**src/rtl/nrisc_stack_if.sv**
```systemverilog
`default_nettype none
// ============================================================================
// Module   : nrisc_stack_if
// Brief    : STACK control bus between the NRISC CPU (master) and the
//            return-address stack controller (slave).
// Revision : 1.0 - initial release
// ============================================================================
interface nrisc_stack_if #(
    parameter int DEPTH  = 8,
    parameter int PC_W   = 16,
    parameter int FLAG_W = 3
);
    localparam int c_SPW = $clog2(DEPTH) + 1;

    logic [1:0]        STACK_ctrl;
    logic [PC_W-1:0]   STACK_pc_in;
    logic [FLAG_W-1:0] STACK_flags_in;
    logic              STACK_irq_req;
    logic              STACK_clr_err;
    logic              STACK_busy;
    logic [PC_W-1:0]   STACK_pc_out;
    logic              STACK_pc_valid;
    logic [FLAG_W-1:0] STACK_flags_out;
    logic              STACK_flags_restore;
    logic              STACK_irq_ack;
    logic              STACK_int_en;
    logic [c_SPW-1:0]  STACK_depth;
    logic              STACK_overflow;
    logic              STACK_underflow;
    logic              STACK_frame_err;

    modport master (
        output STACK_ctrl, STACK_pc_in, STACK_flags_in, STACK_irq_req, STACK_clr_err,
        input  STACK_busy, STACK_pc_out, STACK_pc_valid, STACK_flags_out,
               STACK_flags_restore, STACK_irq_ack, STACK_int_en, STACK_depth,
               STACK_overflow, STACK_underflow, STACK_frame_err
    );

    modport slave (
        input  STACK_ctrl, STACK_pc_in, STACK_flags_in, STACK_irq_req, STACK_clr_err,
        output STACK_busy, STACK_pc_out, STACK_pc_valid, STACK_flags_out,
               STACK_flags_restore, STACK_irq_ack, STACK_int_en, STACK_depth,
               STACK_overflow, STACK_underflow, STACK_frame_err
    );
endinterface
`default_nettype wire

```
**src/rtl/nrisc_stack_ctrl.sv**
```systemverilog
`default_nettype none
// ============================================================================
// Module   : nrisc_stack_ctrl
// Brief    : Hardware return-address stack for CALL/RET/RETI and interrupt
//            entry. Entries hold {irq_mark, flags, pc}; sp is the next free
//            slot and saturates at 0 and DEPTH.
// Revision : 1.0 - initial release
// ============================================================================
module nrisc_stack_ctrl #(
    parameter int DEPTH  = 8,
    parameter int PC_W   = 16,
    parameter int FLAG_W = 3
) (
    input  wire logic          clk,
    input  wire logic          rst,
    nrisc_stack_if.slave       io_stack
);
    localparam int c_AW    = $clog2(DEPTH);
    localparam int c_SPW   = c_AW + 1;
    localparam int c_ENT_W = 1 + FLAG_W + PC_W;

    typedef enum logic [0:0] {
        S_IDLE = 1'b0,
        S_POP  = 1'b1
    } state_t;

    state_t              r_state;
    state_t              w_state_nxt;
    logic [c_SPW-1:0]    r_sp;
    logic [c_ENT_W-1:0]  r_mem [DEPTH];
    logic                r_pop_reti;
    logic                r_irq_pending;
    logic                r_int_en;
    logic [PC_W-1:0]     r_pc_out;
    logic [FLAG_W-1:0]   r_flags_out;
    logic                r_pc_valid;
    logic                r_flags_restore;
    logic                r_irq_ack;
    logic                r_overflow;
    logic                r_underflow;
    logic                r_frame_err;

    logic                w_call;
    logic                w_pop_go;
    logic                w_pop_unf;
    logic                w_irq_srv;
    logic                w_irq_take;
    logic                w_full;
    logic                w_empty;
    logic                w_push;
    logic [c_ENT_W-1:0]  w_push_ent;
    logic [c_ENT_W-1:0]  w_rd_ent;
    logic                w_rd_mark;
    logic [FLAG_W-1:0]   w_rd_flags;
    logic [PC_W-1:0]     w_rd_pc;
    logic                w_in_pop;
    logic                w_ovf_set;
    logic                w_ferr_set;

    assign w_full     = (r_sp == c_SPW'(DEPTH));
    assign w_empty    = (r_sp == '0);
    assign w_in_pop   = (r_state == S_POP);
    // A request arriving on an idle cycle is serviced at once rather than
    // waiting a cycle in the pending latch.
    assign w_irq_take = r_irq_pending | (io_stack.STACK_irq_req & r_int_en);
    assign w_push     = (w_call | w_irq_srv) & ~w_full;
    assign w_ovf_set  = (w_call | w_irq_srv) & w_full;
    assign w_push_ent = w_irq_srv ? {1'b1, io_stack.STACK_flags_in, io_stack.STACK_pc_in}
                                  : {1'b0, {FLAG_W{1'b0}}, io_stack.STACK_pc_in};
    // sp was already decremented on pop entry, so it addresses the top entry.
    assign w_rd_ent   = r_mem[r_sp[c_AW-1:0]];
    assign {w_rd_mark, w_rd_flags, w_rd_pc} = w_rd_ent;
    assign w_ferr_set = w_in_pop & (r_pop_reti ? ~w_rd_mark : w_rd_mark);

    // State register.
    always_ff @(posedge clk) begin
        if (rst) r_state <= S_IDLE;
        else     r_state <= w_state_nxt;
    end

    // Next-state and command decode; CPU ctrl outranks a waiting interrupt.
    always_comb begin
        w_state_nxt = r_state;
        w_call      = 1'b0;
        w_pop_go    = 1'b0;
        w_pop_unf   = 1'b0;
        w_irq_srv   = 1'b0;
        case (r_state)
            S_IDLE: begin
                case (io_stack.STACK_ctrl)
                    2'b01: w_call = 1'b1;
                    2'b10, 2'b11: begin
                        if (!w_empty) begin
                            w_pop_go    = 1'b1;
                            w_state_nxt = S_POP;
                        end else begin
                            w_pop_unf = 1'b1;
                        end
                    end
                    default: w_irq_srv = w_irq_take;
                endcase
            end
            S_POP:   w_state_nxt = S_IDLE;
            default: w_state_nxt = S_IDLE;
        endcase
    end

    // Entry storage; contents are don't-care after reset.
    always_ff @(posedge clk) begin
        if (w_push) r_mem[r_sp[c_AW-1:0]] <= w_push_ent;
    end

    // Stack pointer, interrupt bookkeeping, pop delivery and sticky errors.
    always_ff @(posedge clk) begin
        if (rst) begin
            r_sp            <= '0;
            r_pop_reti      <= 1'b0;
            r_irq_pending   <= 1'b0;
            r_int_en        <= 1'b1;
            r_pc_out        <= '0;
            r_flags_out     <= '0;
            r_pc_valid      <= 1'b0;
            r_flags_restore <= 1'b0;
            r_irq_ack       <= 1'b0;
            r_overflow      <= 1'b0;
            r_underflow     <= 1'b0;
            r_frame_err     <= 1'b0;
        end else begin
            r_pc_valid      <= 1'b0;
            r_flags_restore <= 1'b0;
            r_irq_ack       <= w_irq_srv;

            if (w_push)        r_sp <= r_sp + c_SPW'(1);
            else if (w_pop_go) r_sp <= r_sp - c_SPW'(1);

            if (w_pop_go) r_pop_reti <= io_stack.STACK_ctrl[0];

            if (w_irq_srv)
                r_irq_pending <= 1'b0;
            else if (io_stack.STACK_irq_req && r_int_en)
                r_irq_pending <= 1'b1;

            if (w_irq_srv)
                r_int_en <= 1'b0;
            else if (w_in_pop && r_pop_reti)
                r_int_en <= 1'b1;

            if (w_in_pop) begin
                r_pc_out   <= w_rd_pc;
                r_pc_valid <= 1'b1;
                if (r_pop_reti) begin
                    r_flags_out     <= w_rd_flags;
                    r_flags_restore <= 1'b1;
                end
            end else if (w_pop_unf) begin
                // Empty pop still answers so the CPU never stalls forever.
                r_pc_out   <= '0;
                r_pc_valid <= 1'b1;
            end

            r_overflow  <= w_ovf_set  | (r_overflow  & ~io_stack.STACK_clr_err);
            r_underflow <= w_pop_unf  | (r_underflow & ~io_stack.STACK_clr_err);
            r_frame_err <= w_ferr_set | (r_frame_err & ~io_stack.STACK_clr_err);
        end
    end

    assign io_stack.STACK_busy          = w_in_pop;
    assign io_stack.STACK_pc_out        = r_pc_out;
    assign io_stack.STACK_pc_valid      = r_pc_valid;
    assign io_stack.STACK_flags_out     = r_flags_out;
    assign io_stack.STACK_flags_restore = r_flags_restore;
    assign io_stack.STACK_irq_ack       = r_irq_ack;
    assign io_stack.STACK_int_en        = r_int_en;
    assign io_stack.STACK_depth         = r_sp;
    assign io_stack.STACK_overflow      = r_overflow;
    assign io_stack.STACK_underflow     = r_underflow;
    assign io_stack.STACK_frame_err     = r_frame_err;
endmodule
`default_nettype wire
```
**src/flat_wrapper.sv**
```systemverilog
// flat-port wrapper written by rule: the top's interface ports become plain ports
module nrisc_stack_ctrl_flat 
#(
    parameter int DEPTH  = 8,
    parameter int PC_W   = 16,
    parameter int FLAG_W = 3
)
  (clk, rst, io_stack_STACK_ctrl, io_stack_STACK_pc_in, io_stack_STACK_flags_in, io_stack_STACK_irq_req, io_stack_STACK_clr_err, io_stack_STACK_busy, io_stack_STACK_pc_out, io_stack_STACK_pc_valid, io_stack_STACK_flags_out, io_stack_STACK_flags_restore, io_stack_STACK_irq_ack, io_stack_STACK_int_en, io_stack_STACK_depth, io_stack_STACK_overflow, io_stack_STACK_underflow, io_stack_STACK_frame_err);
  nrisc_stack_if #(.DEPTH(DEPTH), .PC_W(PC_W), .FLAG_W(FLAG_W)) io_stack_i ();
  input  wire logic clk;
  input  wire logic rst;
  input wire logic [$bits(io_stack_i.STACK_ctrl)-1:0] io_stack_STACK_ctrl;
  input wire logic [$bits(io_stack_i.STACK_pc_in)-1:0] io_stack_STACK_pc_in;
  input wire logic [$bits(io_stack_i.STACK_flags_in)-1:0] io_stack_STACK_flags_in;
  input wire logic [$bits(io_stack_i.STACK_irq_req)-1:0] io_stack_STACK_irq_req;
  input wire logic [$bits(io_stack_i.STACK_clr_err)-1:0] io_stack_STACK_clr_err;
  output wire logic [$bits(io_stack_i.STACK_busy)-1:0] io_stack_STACK_busy;
  output wire logic [$bits(io_stack_i.STACK_pc_out)-1:0] io_stack_STACK_pc_out;
  output wire logic [$bits(io_stack_i.STACK_pc_valid)-1:0] io_stack_STACK_pc_valid;
  output wire logic [$bits(io_stack_i.STACK_flags_out)-1:0] io_stack_STACK_flags_out;
  output wire logic [$bits(io_stack_i.STACK_flags_restore)-1:0] io_stack_STACK_flags_restore;
  output wire logic [$bits(io_stack_i.STACK_irq_ack)-1:0] io_stack_STACK_irq_ack;
  output wire logic [$bits(io_stack_i.STACK_int_en)-1:0] io_stack_STACK_int_en;
  output wire logic [$bits(io_stack_i.STACK_depth)-1:0] io_stack_STACK_depth;
  output wire logic [$bits(io_stack_i.STACK_overflow)-1:0] io_stack_STACK_overflow;
  output wire logic [$bits(io_stack_i.STACK_underflow)-1:0] io_stack_STACK_underflow;
  output wire logic [$bits(io_stack_i.STACK_frame_err)-1:0] io_stack_STACK_frame_err;
  assign io_stack_i.STACK_ctrl = io_stack_STACK_ctrl;
  assign io_stack_i.STACK_pc_in = io_stack_STACK_pc_in;
  assign io_stack_i.STACK_flags_in = io_stack_STACK_flags_in;
  assign io_stack_i.STACK_irq_req = io_stack_STACK_irq_req;
  assign io_stack_i.STACK_clr_err = io_stack_STACK_clr_err;
  assign io_stack_STACK_busy = io_stack_i.STACK_busy;
  assign io_stack_STACK_pc_out = io_stack_i.STACK_pc_out;
  assign io_stack_STACK_pc_valid = io_stack_i.STACK_pc_valid;
  assign io_stack_STACK_flags_out = io_stack_i.STACK_flags_out;
  assign io_stack_STACK_flags_restore = io_stack_i.STACK_flags_restore;
  assign io_stack_STACK_irq_ack = io_stack_i.STACK_irq_ack;
  assign io_stack_STACK_int_en = io_stack_i.STACK_int_en;
  assign io_stack_STACK_depth = io_stack_i.STACK_depth;
  assign io_stack_STACK_overflow = io_stack_i.STACK_overflow;
  assign io_stack_STACK_underflow = io_stack_i.STACK_underflow;
  assign io_stack_STACK_frame_err = io_stack_i.STACK_frame_err;
  nrisc_stack_ctrl #(.DEPTH(DEPTH), .PC_W(PC_W), .FLAG_W(FLAG_W)) u_core (.clk(clk), .rst(rst), .io_stack(io_stack_i));
endmodule
```
**config.mk**
```make
export PLATFORM = sky130hd
export DESIGN_NAME = nrisc_stack_ctrl_flat
export DESIGN_NICKNAME = d
export VERILOG_FILES = /design/src/rtl/nrisc_stack_if.sv /design/src/rtl/nrisc_stack_ctrl.sv /design/src/flat_wrapper.sv
export SDC_FILE = /design/constraint.sdc
export NUM_CORES = 1
export LEC_CHECK = 0
export BUFFER_PORTS_ARGS = -buffer_cell sky130_fd_sc_hd__buf_2
export CAP_MARGIN = 20
export CORE_MARGIN = 5
export CORE_UTILIZATION = 55
export CTS_BUF_LIST = sky130_fd_sc_hd__clkbuf_8
export DETAILED_ROUTE_END_ITERATION = 6
export PLACE_DENSITY = 0.74
export SLEW_MARGIN = 20
export SYNTH_ARGS = -nofsm -noshare
export SYNTH_HDL_FRONTEND = slang
export SYNTH_SLANG_ARGS = --single-unit
```
**constraint.sdc**
```tcl
create_clock -name clk -period 7.2 [get_ports clk]
set_input_delay 1.44 -clock clk [delete_from_list [all_inputs] [get_ports clk]]
set_output_delay 1.44 -clock clk [all_outputs]
set_load 0.01 [all_outputs]
```
# Word level (Yosys, flattened, before mapping)
# Memories as Yosys holds them, arrays and structs flattened. A register that Yosys moved wholly into a read port is not among the register bits.
# Index checks and enable logic that the tools add are counted.
word_totals:
  ff_bits: 33
  mem_bits_rw: 160
  in_bits: 25
  output_inout_bits: 31
  n_memories: 1
op_classes:
  addsub: 2
  eq_ne: 4
  n_mux: 26
  n_bitwise: 16
  reduce_logical: 11
mem_list:
  columns: ["name", "words", "word_bits", "rd", "rd_clocked_by_memory_dff", "wr", "line", "text"]
  rows:
  - ["u_core.r_mem", 8, 20, 1, 1, 1, "nrisc_stack_ctrl.sv:30", "logic [c_ENT_W-1:0] r_mem [DEPTH];"]
ops:
  columns: ["op", "count"]
  rows:
  - ["$mux 16", 2]
  - ["$mux 20", 1]
  - ["$mux 1", 18]
  - ["$mux 4", 2]
  - ["$and 1x1->1", 7]
  - ["$mux 3", 2]
  - ["$reduce_bool 2->1", 3]
  - ["$reduce_or 2->1", 3]
  - ["$or 1x1->1", 5]
  - ["$add 4x1->4 const B", 1]
  - ["$eq 2x2->1 const B", 2]
  - ["$eq 4x4->1 const B", 1]
  - ["$logic_not 4->1", 1]
  - ["$not 1->1", 4]
  - ["$sub 4x1->4 const B", 1]
  - ["$reduce_or 3->1", 1]
  - ["$eq 2x1->1 const B", 1]
  - ["$logic_and 1x1->1", 2]
  - ["$pmux 1 s2", 1]
  - ["$reduce_and 2->1", 1]

# Longest topological paths before layout
logic_depth:
  depth_word: 9
  depth_mapped: 8

# Worst setup path after synthesis
# OpenSTA, ideal clock, no wires.
synth_path:
  path_kind: "input to register"
  from: "in io_stack_STACK_ctrl[1]"
  to: "mem u_core.r_mem[2][0] (netlist bit) (enable)"
  setup_time_ns: 0.422
  t_arrival_ns: 3.579
  t_required_ns: 6.778
  slack_ns: 3.199
  cell_stages: 4
  path_buffers: 1
  path_cell_list: "or2_0 -> clkbuf_1 -> or2_2 -> nor3_1"
synth_via:
  elab_chain_cells: 8
synth_lines:
  columns: ["element", "line", "text"]
  rows:
  - ["start, declared", "flat_wrapper.sv:12", "input wire logic [$bits(io_stack_i.STACK_ctrl)-1:0] io_stack_STACK_ctrl;"]
  - ["$eq 2x1->1 or $eq 2x2->1 (tied branches)", "nrisc_stack_ctrl.sv:90", "case (io_stack.STACK_ctrl)"]
  - ["$reduce_or 3->1 (no line)", null, null]
  - ["$mux 1", "nrisc_stack_ctrl.sv:90", null]
  - ["$mux 1", "nrisc_stack_ctrl.sv:88", "case (r_state)"]
  - ["$or 1x1->1 (*)", "nrisc_stack_ctrl.sv:66", "assign w_push = (w_call | w_irq_srv) & ~w_full;"]
  - ["$and 1x1->1 (*)", "nrisc_stack_ctrl.sv:66", null]
  - ["$mux 1 (*)", "nrisc_stack_ctrl.sv:110", "if (w_push) r_mem[r_sp[c_AW-1:0]] <= w_push_ent;"]
  - ["$mux 1 (not written as such) (*)", "nrisc_stack_ctrl.sv:110", null]
  - ["end, declared", "nrisc_stack_ctrl.sv:30", null]
# Every way passes the cells marked *; elsewhere a longest branch is shown, timed or not.

# Worst setup path after layout
layout_path:
  from: "in io_stack_STACK_ctrl[1]"
  to: "reg u_core.r_sp[3], in the netlist u_core.io_stack.STACK_depth[3]"
layout_via:
  elab_chain_cells: 7
layout_lines:
  columns: ["element", "line", "text"]
  rows:
  - ["$eq 2x1->1 or $eq 2x2->1 (tied branches)", "nrisc_stack_ctrl.sv:90", null]
  - ["$reduce_or 3->1 (no line)", null, null]
  - ["$mux 1", "nrisc_stack_ctrl.sv:90", null]
  - ["$mux 1", "nrisc_stack_ctrl.sv:88", null]
  - ["$or 1x1->1", "nrisc_stack_ctrl.sv:66", null]
  - ["$and 1x1->1", "nrisc_stack_ctrl.sv:66", null]
  - ["$mux 4 or $reduce_bool 2->1 (tied branches)", null, null]
  - ["end signal, assigned", "nrisc_stack_ctrl.sv:133", "if (w_push) r_sp <= r_sp + c_SPW'(1);"]
  - ["end signal, assigned", "nrisc_stack_ctrl.sv:134", "else if (w_pop_go) r_sp <= r_sp - c_SPW'(1);"]
  - ["end, declared", "nrisc_stack_ctrl.sv:29", "logic [c_SPW-1:0] r_sp;"]
# Several ways; a longest one is shown, not always the timed one.
# A chain may end at the register's enable or synchronous reset.

==> reports/qor.csv <==
metric,value,unit
die_area,16500,sq um
final_period_minus_worst_setup_slack,3.36,ns
gp_routability_congestion,0.850,
capture_point_of_the_worst_reg_to_reg_path,u_core.io_stack.STACK_depth[3],
avgRoutedWirePerCell,20.0,um
root_driver,clkbuf_8,
core,13800,sq um
drive_above_1_share,0.261,
antenna_cells_inserted,0,
drc,0,
clock_tree_from_tritoncts,done,
fp.dieH,129,um
finalSetupTns,0,ns
num_rows,43,
timing_worst_slew_pin_value,0.996,ns
syn_inst,494,
post-route-period-util,0.466,
avgSynthCellArea,15.7,sq um
vdd_drop_max,214,uV
maxClockFrequency,298,MHz
critical_path.top_delay_family,compound AO/OA/AOI/OAI gates,
yosys_warnings,0,
worstSetupStartpointType,primary input,
post-dp-hpwl,8770,um
most_frequent_standard_cell_in_the_layout_excluding_fill_and_tap_cells,edfxtp_1,
worst_ep_required_time,7.57,ns
cp.arrival,3.73,ns
critical_path.cell_chain,buf_2 -> or2_0 -> or3_1 -> ha_1 -> a21o_2 -> a2111oi_0 -> a22oi_1 -> o211ai_1,
async_flop_share,0,
critical_path_peak_fanout,7,
dieWidth,129,um
power_leakage,2.86,nW
multi_input_comb_area,2060,sq um
r2r_cells,7,
cp_slowest_cell,or3_1,
timing.final.hold_violations,0,
global_route.usage.total,0.188,
slew_headroom,0.332,
synth_edf_count,160,
fillers,990,
reg2reg_setup_slack,4.41,ns
grt_antenna_before_repair,1,
max_stage_delay,0.53,ns
maxCapViolations,0,
vias_per_cell,5.95,
routed_wire_length,14700,um
initialDrtViolationCount,314,
setup_viol_count_final,0,
min_delay_path_depth,1,
status,"finished, final reports clean",
fraction_of_the_yosys_area_taken_by_sequential_cells,0.714,
start_util,0.560,
postLayoutSetupSlackWorst,3.84,ns
area_growth,11.4,%
clock-skew-final,0.0134,ns
clock_tree.htree_level_count,4,
vias_in_the_first_global_route,4390,
timing.hold.worst.class,flop to flop,
p_per_area,341,nW/um^2
grt_start_max_net_pins,86,
timing.critical_path.to_type,flop,
post-cts-setup-buffers,0,
clkTransAtPathRegs,0.09,ns
drt_pass1_iterations,5,
ys_dominant_reg_cell,edfxtp_1,
holdPathEnd,u_core.io_stack.STACK_pc_out[0],
hold_path.startpoint,u_core.io_stack.STACK_pc_out[0],
syn-num-nets,522,
top_library_cells_by_usage_in_the_layout_fill_and_taps_aside,"edfxtp_1 (160), buf_2 (55), nor2b_1 (34), dfxtp_1 (34), nand2_1 (27)",
report.final.slew_viol_count,0,
boundaryPins,56,
place.detailed.instances,704,
area.sequential,5530,sq um
cts.hold.buffers_added,0,
finalInstanceArea,8620,sq um
post_placement_setup_slack,3.38,ns
cts-root-to-sink-buffers,2,
ff_latch_count_synth,196,
remaining_global_route_overflow,0,
synth.distinct_cells,48,
drt.antenna.violating_nets,0,
final_net_count,571,
via_count,4377,
post_synthesis_cell_area,7740,sq um
worstReg2RegStart,u_core.io_stack.STACK_busy,
instances_no_fill,736,
port_buffers,55,
grt_pass1_wl,23600,um
tritoncts.num_buffers,17,
post_cts_resized,0,
worst_skew_pair.late_latency,0.46,ns
crit_type,primary input to flop,
placed_area,8160,sq um
worst-path-buf-inv,1,
clock_sinks,196,
grt_setup_unrepaired,no,
state kept, by name, indices dropped and copies added, names as in the netlist, 3 cells and up, named ones only:
register and count:
u_core.io_stack.STACK_depth 4, u_core.io_stack.STACK_flags_out 3, u_core.io_stack.STACK_pc_out 16, u_core.r_mem 160
stage by stage:
step	util	power, mW	hold WS, ns
2_1_floorplan	-	2.01	0.510
3_3_place_gp	0.590	2.17	0.446
3_5_place_dp	0.590	2.20	0.455
4_1_cts	0.622	2.96	0.475
5_1_grt	0.623	3.09	0.489
6_report	0.623	2.94	0.470
synthesized netlist by cell type (2+ instances only):
cell type    n  area share
edfxtp_1   160        0.62
dfxtp_1     36       0.093
nor2b_1     35       0.028
nand2_1     27       0.013
a211oi_1    26       0.025
mux2_2      24       0.035
a21oi_1     22       0.014
clkbuf_1    20      0.0097
o211ai_1    17       0.016
a32o_1      15       0.019
nor2_1      15      0.0073
mux2i_1      9       0.012
mux4_2       8       0.023
buf_2        7      0.0045
nor3_1       7      0.0045
nand3_1      6      0.0039
a2111oi_0    5      0.0057
a221oi_1     5      0.0057
buf_6        4      0.0058
nand2b_1     4      0.0032
a22oi_1      3      0.0029
a311oi_1     3      0.0034
and2_1       3      0.0024
mux2_1       3      0.0044
buf_4        2      0.0019
ha_1         2      0.0032
inv_1        2     0.00097
nor4b_1      2      0.0023
o21ai_0      2      0.0013
xnor2_1      2      0.0023
layer usage:
metal | part of all wire | global-route usage | wire length, um
met5 | 0.0012 | 0 | 18
met4 | 0.016 | 0.0587 | 235
met3 | 0.054 | 0.0502 | 790
met2 | 0.48 | 0.306 | 7110
met1 | 0.45 | 0.251 | 6570
how the worst max path moves through the flow:
stage | endpoint | start | cells after the start
finish | u_core.io_stack.STACK_depth[3] | io_stack_STACK_ctrl[1] | 8
global route | u_core.r_mem[1][18] | io_stack_STACK_ctrl[1] | 6
CTS | u_core.r_mem[1][18] | io_stack_STACK_ctrl[1] | 6
detailed placement | u_core.r_mem[1][3] | io_stack_STACK_ctrl[1] | 6
global placement | u_core.r_mem[6][14] | io_stack_STACK_ctrl[1] | 5
floorplan | u_core.r_mem[2][0] | io_stack_STACK_ctrl[1] | 4
layout make-up:
type                    count  area share
flip-flops and latches    196       0.642
multi-input cells         261       0.239
repair buffers             65      0.0407
clock buffers              17      0.0272
well taps                 180      0.0261
clock inverters            15      0.0245
inverters                   2    0.000871
power by group:
part	internal [mW]	switching [mW]
clock	0.410	0.359
combinational	0.294	0.429
sequential	1.36	0.0861
logic make-up (layout without fill, tap and decap cells):
group	count (synthesis)	in the layout	synth area share
adders and majority gates	3	3	0.00582
muxes	45	45	0.0762
AOI/OAI and AO/OA	104	104	0.102
and+or+nand+nor	107	107	0.0739
buffers and inverters	37	99	0.0254
xor gates and xnor gates	2	2	0.00226
DFF	196	196	0.714
(Power assumes the default switching activity.)
